File: config.mk
export PLATFORM = sky130hd
export DESIGN_NAME = mem_access_ctrl
export DESIGN_NICKNAME = d
export VERILOG_FILES = /design/src/rtl/mem_access_ctrl.sv
export SDC_FILE = /design/constraint.sdc
export NUM_CORES = 1
export LEC_CHECK = 0
export ABC_AREA = 1
export ABC_CLOCK_PERIOD_IN_PS = 4200
export BUFFER_PORTS_ARGS = -buffer_cell sky130_fd_sc_hd__buf_2
export CORE_MARGIN = 3
export CORE_UTILIZATION = 32
export DETAILED_ROUTE_END_ITERATION = 8
export PLACE_DENSITY = 0.54
export SLEW_MARGIN = 20
export SYNTH_ARGS = -nofsm -noshare
export SYNTH_HDL_FRONTEND = slang
export SYNTH_SLANG_ARGS = --single-unit
File: constraint.sdc
create_clock -name clk -period 4.2 [get_ports clk]
set_input_delay 0.21 -clock clk [delete_from_list [all_inputs] [get_ports clk]]
set_output_delay 0.21 -clock clk [all_outputs]
set_load 0.05 [all_outputs]
File: src/rtl/mem_access_ctrl.sv
// Load/store sequencer: one memory op at a time over a req/ack data bus,
// with byte-lane selection, pipeline stall, local misalign/timeout abort.
module mem_access_ctrl #(
  parameter int unsigned TIMEOUT = 64
) (
  input  logic        clk,
  input  logic        nRst,
  input  logic        start,
  input  logic [5:0]  cuOP,
  input  logic [31:0] addr,
  input  logic [31:0] storeData,
  input  logic        busAck,
  input  logic [31:0] busRdata,
  output logic        busRen,
  output logic        busWen,
  output logic [31:0] busAddr,
  output logic [31:0] busWdata,
  output logic [3:0]  busSel,
  output logic [31:0] memload,
  output logic        stall,
  output logic        done,
  output logic        err,
  output logic [1:0]  dbg_state
);

  // Handshake: start is "valid" and ~stall is "ready"; an op is taken only in
  // IDLE. On the bus, busRen/busWen is the request and busAck completes it;
  // exactly one transfer is outstanding and requests stay stable until ack.

  localparam logic [5:0] OP_LB  = 6'd10;
  localparam logic [5:0] OP_LH  = 6'd11;
  localparam logic [5:0] OP_LW  = 6'd12;
  localparam logic [5:0] OP_LBU = 6'd13;
  localparam logic [5:0] OP_LHU = 6'd14;
  localparam logic [5:0] OP_SB  = 6'd15;
  localparam logic [5:0] OP_SH  = 6'd16;
  localparam logic [5:0] OP_SW  = 6'd17;

  localparam logic [15:0] TO_LAST = 16'(TIMEOUT - 1);

  typedef enum logic [1:0] {
    S_IDLE = 2'd0,
    S_BUS  = 2'd1,
    S_DONE = 2'd2
  } state_t;

  function automatic logic op_is_mem(input logic [5:0] op);
    return (op >= OP_LB) && (op <= OP_SW);
  endfunction

  function automatic logic op_is_load(input logic [5:0] op);
    return (op >= OP_LB) && (op <= OP_LHU);
  endfunction

  // 0 = byte, 1 = half, 2 = word
  function automatic logic [1:0] op_size(input logic [5:0] op);
    case (op)
      OP_LB, OP_LBU, OP_SB: return 2'd0;
      OP_LH, OP_LHU, OP_SH: return 2'd1;
      default:              return 2'd2;
    endcase
  endfunction

  state_t      state_q, state_d;
  logic [15:0] cnt_q, cnt_d;
  logic [5:0]  op_q, op_d;
  logic [1:0]  off_q, off_d;
  logic        err_q, err_d;
  logic        ren_q, ren_d;
  logic        wen_q, wen_d;
  logic [31:0] baddr_q, baddr_d;
  logic [31:0] wdata_q, wdata_d;
  logic [3:0]  sel_q, sel_d;
  logic [31:0] memload_q, memload_d;

  logic        in_mem;
  logic        in_load;
  logic [1:0]  in_size;
  logic        in_misaligned;
  logic [31:0] rd_shifted;

  always_comb begin
    in_mem        = op_is_mem(cuOP);
    in_load       = op_is_load(cuOP);
    in_size       = op_size(cuOP);
    in_misaligned = ((in_size == 2'd1) && addr[0]) ||
                    ((in_size == 2'd2) && (addr[1:0] != 2'b00));
    rd_shifted    = busRdata >> {off_q, 3'b000};
  end

  always_comb begin
    state_d   = state_q;
    cnt_d     = cnt_q;
    op_d      = op_q;
    off_d     = off_q;
    err_d     = err_q;
    ren_d     = ren_q;
    wen_d     = wen_q;
    baddr_d   = baddr_q;
    wdata_d   = wdata_q;
    sel_d     = sel_q;
    memload_d = memload_q;

    case (state_q)
      S_IDLE: begin
        if (start && in_mem) begin
          op_d  = cuOP;
          off_d = addr[1:0];
          cnt_d = 16'd0;
          if (in_misaligned) begin
            err_d   = 1'b1;
            state_d = S_DONE;
          end else begin
            err_d   = 1'b0;
            state_d = S_BUS;
            ren_d   = in_load;
            wen_d   = ~in_load;
            baddr_d = {addr[31:2], 2'b00};
            case (in_size)
              2'd0: begin
                sel_d   = 4'b0001 << addr[1:0];
                wdata_d = {4{storeData[7:0]}};
              end
              2'd1: begin
                sel_d   = 4'b0011 << addr[1:0];
                wdata_d = {2{storeData[15:0]}};
              end
              default: begin
                sel_d   = 4'b1111;
                wdata_d = storeData;
              end
            endcase
          end
        end
      end

      S_BUS: begin
        // An ack on the final allowed cycle still completes normally.
        if (busAck) begin
          if (op_is_load(op_q)) begin
            case (op_size(op_q))
              2'd0:    memload_d = {24'd0, rd_shifted[7:0]};
              2'd1:    memload_d = {16'd0, rd_shifted[15:0]};
              default: memload_d = rd_shifted;
            endcase
          end
          err_d   = 1'b0;
          ren_d   = 1'b0;
          wen_d   = 1'b0;
          cnt_d   = 16'd0;
          state_d = S_DONE;
        end else if (cnt_q == TO_LAST) begin
          err_d   = 1'b1;
          ren_d   = 1'b0;
          wen_d   = 1'b0;
          cnt_d   = 16'd0;
          state_d = S_DONE;
        end else begin
          cnt_d = cnt_q + 16'd1;
        end
      end

      S_DONE: begin
        err_d   = 1'b0;
        state_d = S_IDLE;
      end

      default: begin
        state_d = S_IDLE;
        ren_d   = 1'b0;
        wen_d   = 1'b0;
        cnt_d   = 16'd0;
      end
    endcase
  end

  always_ff @(posedge clk or negedge nRst) begin
    if (!nRst) begin
      state_q   <= S_IDLE;
      cnt_q     <= 16'd0;
      op_q      <= 6'd0;
      off_q     <= 2'd0;
      err_q     <= 1'b0;
      ren_q     <= 1'b0;
      wen_q     <= 1'b0;
      baddr_q   <= 32'd0;
      wdata_q   <= 32'd0;
      sel_q     <= 4'd0;
      memload_q <= 32'd0;
    end else begin
      state_q   <= state_d;
      cnt_q     <= cnt_d;
      op_q      <= op_d;
      off_q     <= off_d;
      err_q     <= err_d;
      ren_q     <= ren_d;
      wen_q     <= wen_d;
      baddr_q   <= baddr_d;
      wdata_q   <= wdata_d;
      sel_q     <= sel_d;
      memload_q <= memload_d;
    end
  end

  always_comb begin
    busRen    = ren_q;
    busWen    = wen_q;
    busAddr   = baddr_q;
    busWdata  = wdata_q;
    busSel    = sel_q;
    memload   = memload_q;
    done      = (state_q == S_DONE);
    err       = (state_q == S_DONE) && err_q;
    stall     = (state_q == S_BUS) || ((state_q == S_IDLE) && start && in_mem);
    dbg_state = state_q;
  end

endmodule

==> metrics.yaml, run 1 <==
drc: 0
holdPathEnd: "busAddr[9]"
htree_levels: 4
grt_max_degree: 99
vias: 6641
hold_slack_ps: 13.18
drv_slew: 0
min_from: "addr[9]"
fill_cells: 2177
start_util_pct: 32.80
fin_worst_skew_ps: 9.247
pin_count: 213
hold_violations: 0
grt_pass1_vias: 6568
viasPerCell: 4.761
clockBufferDepth: 2
cts.clk_slew.worst_paths_ps: 60
cts-resized-gates: 0
cts_buffers: 17
yosysMostFrequentCell: "nand2_1"
cts_setup_buffers: 0
grt_overflow_total: 0
max_freq_mhz: 378.9
syn_area_um2: 6680
ys_seq_elements: 127
leakage_nw: 4.769
ys_async_sr_fraction_pct: 100.0
fin_tns_setup_ps: 0
hpwl_um: 14650
min_period_over_period_pct: 62.84
r2r_end: "memload[22]"
syn_area_per_cell_um2: 7.489
io_buffers: 210
dieArea_um2: 22650
diodes: 0
cts_hold_buf: 28
tightestPinTransition_ps: 939.0
grt_pass1_wl_um: 33780
r2r_slack_ps: 1560
rows: 52
synth_ff_type: "dfrtp_1"
yosys_warnings: 0
dp_cells: 1335
cts_tree: "yes"
clock_latency_ps: 420
start_kind: "flip-flop"
reg2reg_from: "dbg_state[1]"
synth_edf_count: 0
setup_violations: 0
drt_wl_total_um: 21050
required_ps: 4560
status: "finished clean"
yosysUniqueCellTypes: 36
ant_nets: 0
area_growth_pct: 30.16
die_w_um: 150.5
synth.largest_area_cell: "dfrtp_1"
core_region_area_um2: 20360
busiest_layer: "met2"
synthTopCellsByArea: "dfrtp_1 (48%), nand2_1 (20%), o21ai_0 (7.0%)"
peakVddDrop_uv: 417.8
drtPass1Iterations: 5
hold_path_class: "input port to flip-flop"
drive_above_1_share_pct: 25.42
cts_root_buf: "clkbuf_16"
die_h_um: 150.5
antenna_found_initial: 2
wl_per_cell_um: 15.09
drtIter0Drc: 375
fin_crit_ps: 2639
hold_path_depth: 3
worst-setup-path-type: "flip-flop to flip-flop"
cp_max_fo: 17
place.gp.congestion: 0.8450
grt_use_total_pct: 18.96
use_met1_pct: 24.46
use_met3_pct: 6.020
synth_common_cells: "nand2_1 (360), dfrtp_1 (127), o21ai_0 (94), inv_1 (56), nand3_1 (55)"
powerDensity_nw_per_um2: 708.2
drv_cap: 0
layout.cells.non_filler: 1395
syn-instance-count: 892
arrival_ps: 3000
final_util_pct: 42.69
rsz0062_at_grt: "false"
endpoint_kind: "flip-flop"
worst_r2r_path_depth: 8
grt_use_met2_pct: 30.07
numClockSinks: 127
synth_top_area_share_pct: 47.57
nets: 1222
slew_headroom_pct: 37.40
seq_area_frac_synth_pct: 47.57
## state kept, by name, indices dropped and copies added (netlist names)
| name | cells |
|---|---|
| busWdata | 32 |
| memload | 32 |
| busAddr | 30 |
| cnt_q | 16 |
| op_q | 6 |
| busSel | 4 |
| dbg_state | 2 |
| off_q | 2 |
| busRen | 1 |
| busWen | 1 |
| err_q | 1 |
## worst max path at each step
stage               slack [ps]  depth (start not counted)           end         start
floorplan                 2030                          6         stall  dbg_state[0]
detailed placement        1420                         11  dbg_state[0]       cuOP[2]
CTS                       1550                          8   memload[22]  dbg_state[1]
global route              1170                          8   memload[22]  dbg_state[1]
finish                    1560                          8   memload[22]  dbg_state[1]
global placement          1510                         11  busWdata[26]       cuOP[2]
## power breakdown
group / switching (mW) / internal (mW)
logic: 2.31 / 0.611
registers: 0.240 / 1.64
clock network: 0.597 / 0.762
total: 3.15 / 3.01
## final cells by class
cell class	count	area (µm²)	share of cell area, %
inverter	60	227.7	2.619
tap	270	337.8	3.885
timing repair buffer	244	1395	16.05
multi-input combinational	662	3018	34.71
sequential	127	3178	36.55
clock buffer	18	429.2	4.936
clock inverter	14	108.9	1.252
## layer usage
layer  share of wire, %  vias to the layer above
met5               0.13                        -
met4                2.6                        4
met3                7.9                       38
met2                 47                      230
met1                 43                     3058
li1                   -                     3311
## cell usage in the layout (no fill, tap or decap), types with 5 or more instances in the layout
| cell type | netlist | routed |
|---|---|---|
| nand2_1 | 360 | 360 |
| buf_2 | 10 | 209 |
| dfrtp_1 | 127 | 127 |
| o21ai_0 | 94 | 94 |
| inv_1 | 56 | 56 |
| nand3_1 | 55 | 55 |
| nor2_1 | 53 | 52 |
| dlygate4sd3_1 | 0 | 28 |
| nand2_2 | 21 | 21 |
| nand4_1 | 17 | 17 |
| clkbuf_16 | 0 | 17 |
| o21ai_1 | 9 | 9 |
| o2111ai_1 | 8 | 8 |
| o211ai_1 | 8 | 8 |
| nor2_2 | 5 | 6 |
| buf_4 | 2 | 5 |
## through the flow
step | setup WS [ps] | total power, mW | instance area (µm²)
finish | 1561 | 6.157 | 8695
global route | 1170 | 6.541 | 8695
CTS | 1545 | 6.221 | 8692
detailed placement | 1423 | 4.814 | 7874
global placement | 1511 | 4.810 | 7874
floorplan | 2033 | 4.036 | 6684
## critical path: stages (launching register included)
cell and delay (ps):
dfrtp_1 410, inv_1 90, ha_1 370, inv_1 150
nor3_1 190, nand2_1 400, nor2_2 700, nand3_1 180
nand2_1 100
## cell families after synthesis
family | Yosys count | synth area share [%]
AND/OR/NAND/NOR | 523 | 33.08
adder cells (fa/ha/maj) | 4 | 0.7492
AO/OA/AOI/OAI | 131 | 10.94
XOR/XNOR | 2 | 0.2623
flip-flops | 127 | 47.57
buffers and inverters | 104 | 7.342
other | 1 | 0.05614
Power figures use the tool's default switching activity.
==> inputs of run 2 (changes only) <==
- ABC_CLOCK_PERIOD_IN_PS: 4200 -> 2150
- PLACE_DENSITY: 0.54 -> 0.56
- clock period: 4.2 -> 2.15 ns (I/O delays scaled with it)
==> run 2 against run 1 <==
Compared with the run above: hold slack improved by 1.4 ps; utilization grew 2.2 points; routed wire length up 2.2%; sequential share of layout area is 1.8 points lower; highest routed layer is now met4; clock power grew 120%.
==> metrics.yaml, run 2 (synthesis gave the netlist of run 1 again) <==
status: "finished clean"  # unchanged
fin_crit_ps: 1981
drt_wl_total_um: 21500  # was 21050 µm
cts_setup_buffers: 0  # unchanged
viasPerCell: 4.728  # was 4.761
wl_per_cell_um: 14.97  # was 15.09 µm
ant_nets: 0  # unchanged
diodes: 0  # unchanged
hold_violations: 0  # unchanged
peakVddDrop_uv: 1114  # was 417.8 µV
placed_area_um2: 8019  # was 7874 µm²
r2r_slack_ps: 260  # was 1560 ps
hold_path_depth: 5  # was 3
p_seq_share_pct: 29.5  # was 30.5%
hpwl_um: 15130  # was 14650 µm
path_cells: "inv_1, ha_1, nand4_1, buf_6, nand2_1, buf_2"  # was inv_1, ha_1, inv_1, nor3_1, nand2_1, nor2_2, nand3_1, nand2_1
drv_slew: 0  # unchanged
swShare_pct: 50.46  # was 51.13%
min_period_over_period_pct: 92.12
drc: 0  # unchanged
clockPowerShare_pct: 23.5  # was 22.1%
rows: 52  # unchanged
drive_above_1_share_pct: 26.07  # was 25.42%
grt_max_degree: 57  # was 99
leakage_nw: 4.985  # was 4.769 nW
core_region_area_um2: 20360  # unchanged
required_ps: 2040  # was 4560 ps
powerDensity_nw_per_um2: 1360  # was 708.2 nW/µm²
drv_cap: 0  # unchanged
cp_slowest_cell: "dfrtp_1"  # was nor2_2
drtPass1Iterations: 5  # unchanged
fin_worst_skew_ps: 8.256  # was 9.247 ps
vias: 6790  # was 6641
endpoint_kind: "primary output"  # was flip-flop
start_kind: "flip-flop"  # unchanged
io_buffers: 210  # unchanged
fill_cells: 2087  # was 2177
place.gp.congestion: 0.8495  # was 0.8450
die_h_um: 150.5  # unchanged
multiInputGateArea_um2: 3015  # was 3018 µm²
worst-setup-path-type: "flip-flop to primary output"  # was flip-flop to flip-flop
max_freq_mhz: 504.9
regArea_um2: 3178  # unchanged
cts_buffers: 17  # unchanged
p_sw_mw: 6.279  # was 3.148 mW
area_growth_pct: 36.90  # was 30.16%
drtIter0Drc: 365  # was 375
numClockSinks: 127  # unchanged
rsz0062_at_grt: "false"  # unchanged
cts_tree: "yes"  # unchanged
clock_latency_ps: 420  # about the same
setup_violations: 0  # unchanged
slowest_delay_ps: 420  # was 700 ps
design_area_um2: 9145  # was 8695 µm²
clockBufferDepth: 2  # unchanged
grt_use_total_pct: 19.39  # was 18.96%
p_int_mw: 6.163  # was 3.009 mW
dieArea_um2: 22650  # unchanged
slew_headroom_pct: 62.41  # was 37.40%
comb_power_share_pct: 47.0  # was 47.4%
grt_pass1_wl_um: 34910  # was 33780 µm
arrival_ps: 1870  # was 3000 ps
antenna_found_initial: 0  # was 2
start_util_pct: 32.80  # unchanged
hold_path_class: "input port to flip-flop"  # unchanged
worst_r2r_path_depth: 8  # unchanged
cts_root_buf: "clkbuf_16"  # unchanged
cp_max_fo: 33  # was 17
cts.clk_slew.worst_paths_ps: 60  # about the same
layout_commonest_cell: "nand2_1"  # unchanged
fin_tns_setup_ps: 0  # unchanged
htree_levels: 4  # unchanged
die_w_um: 150.5  # unchanged
grt_pass1_vias: 6758  # was 6568
nets: 1263  # was 1222
tightestPinTransition_ps: 563.8  # was 939.0 ps
final_cell_mix: "nand2_1 (360), buf_2 (209), dfrtp_1 (127), o21ai_0 (94), inv_1 (56)"  # unchanged
grt_overflow_total: 0  # unchanged
pin_count: 213  # unchanged
[run 2: changes by cell type in the layout (fill, tap and decap cells not counted), sizes merged]
cell	change
dlygate4sd3	+24
buf	+16
inv	+5
clkinv	-4
bufinv	+1
clkbuf	-1
[run 2: stage by stage]
step / worst slack [ps] / cells / util, % / total power [mW] / hold WS (ps)
after detailed placement: 261.6 / 1351 / 39.38 / 9.502 / 115.2
after floorplan: 85.34 / 893 / - / 7.885 / -188.1
after CTS: 64.10 / 1435 / 44.85 / 12.56 / 1.304
after global routing: 3.601 / 1436 / 44.91 / 13.19 / 17.67
after global placement: 266.8 / 1351 / 39.38 / 9.483 / 117.3
final: 169.4 / 1436 / 44.91 / 12.44 / 14.53
[run 2: worst max-delay path: cells and delay by family, from the launching register on]
kind | cells | cell delay, ps
buffers and inverters | 3 | 590
flip-flops | 1 | 420
AND/OR/NAND/NOR | 2 | 240
adder cells (fa/ha/maj) | 1 | 220
[run 2: final timing paths]
check | start | end
min in group asynchronous | nRst | busWdata[15]
hold reg to reg | memload[0] | memload[0]
hold / removal | storeData[26] | busWdata[26]
setup reg to reg | dbg_state[1] | busWdata[1]
setup / recovery | dbg_state[1] | stall
max in group asynchronous | nRst | cnt_q[1]
[run 2: area by class of cell]
type,count,area share [%]
flip-flops and latches,127,34.75
multi-input cells,662,32.97
repair buffers,284,19.51
clock buffers,17,4.652
well taps,270,3.694
inverters,60,2.531
clock inverters,15,1.833
repair inverters,1,0.05473
[run 2: layer usage]
layer	vias up	part of all wire (%)	track usage, %	wire length (µm)
met3	18	7.6	5.479	1630
met2	236	47	31.31	10080
met5	-	0	0	0
met1	3140	44	25.50	9512
met4	0	1.3	5.489	274
li1	3396	-	-	-
[run 2: power by group through the flow]
stage	Sequential, mW	Combinational (mW)	Clock [mW]
after floorplan	6.23	1.65	0
after global placement	3.71	5.78	0
after global routing	3.78	6.32	3.09
after CTS	3.68	5.88	3.00
after detailed placement	3.69	5.81	0
final	3.67	5.84	2.93
[run 2: repair_timing]
action	CTS	global route
hold endpoints to repair	104	0
hold buffers	52	0
gates resized for setup	0	2
endpoints found under the setup margin	0	11
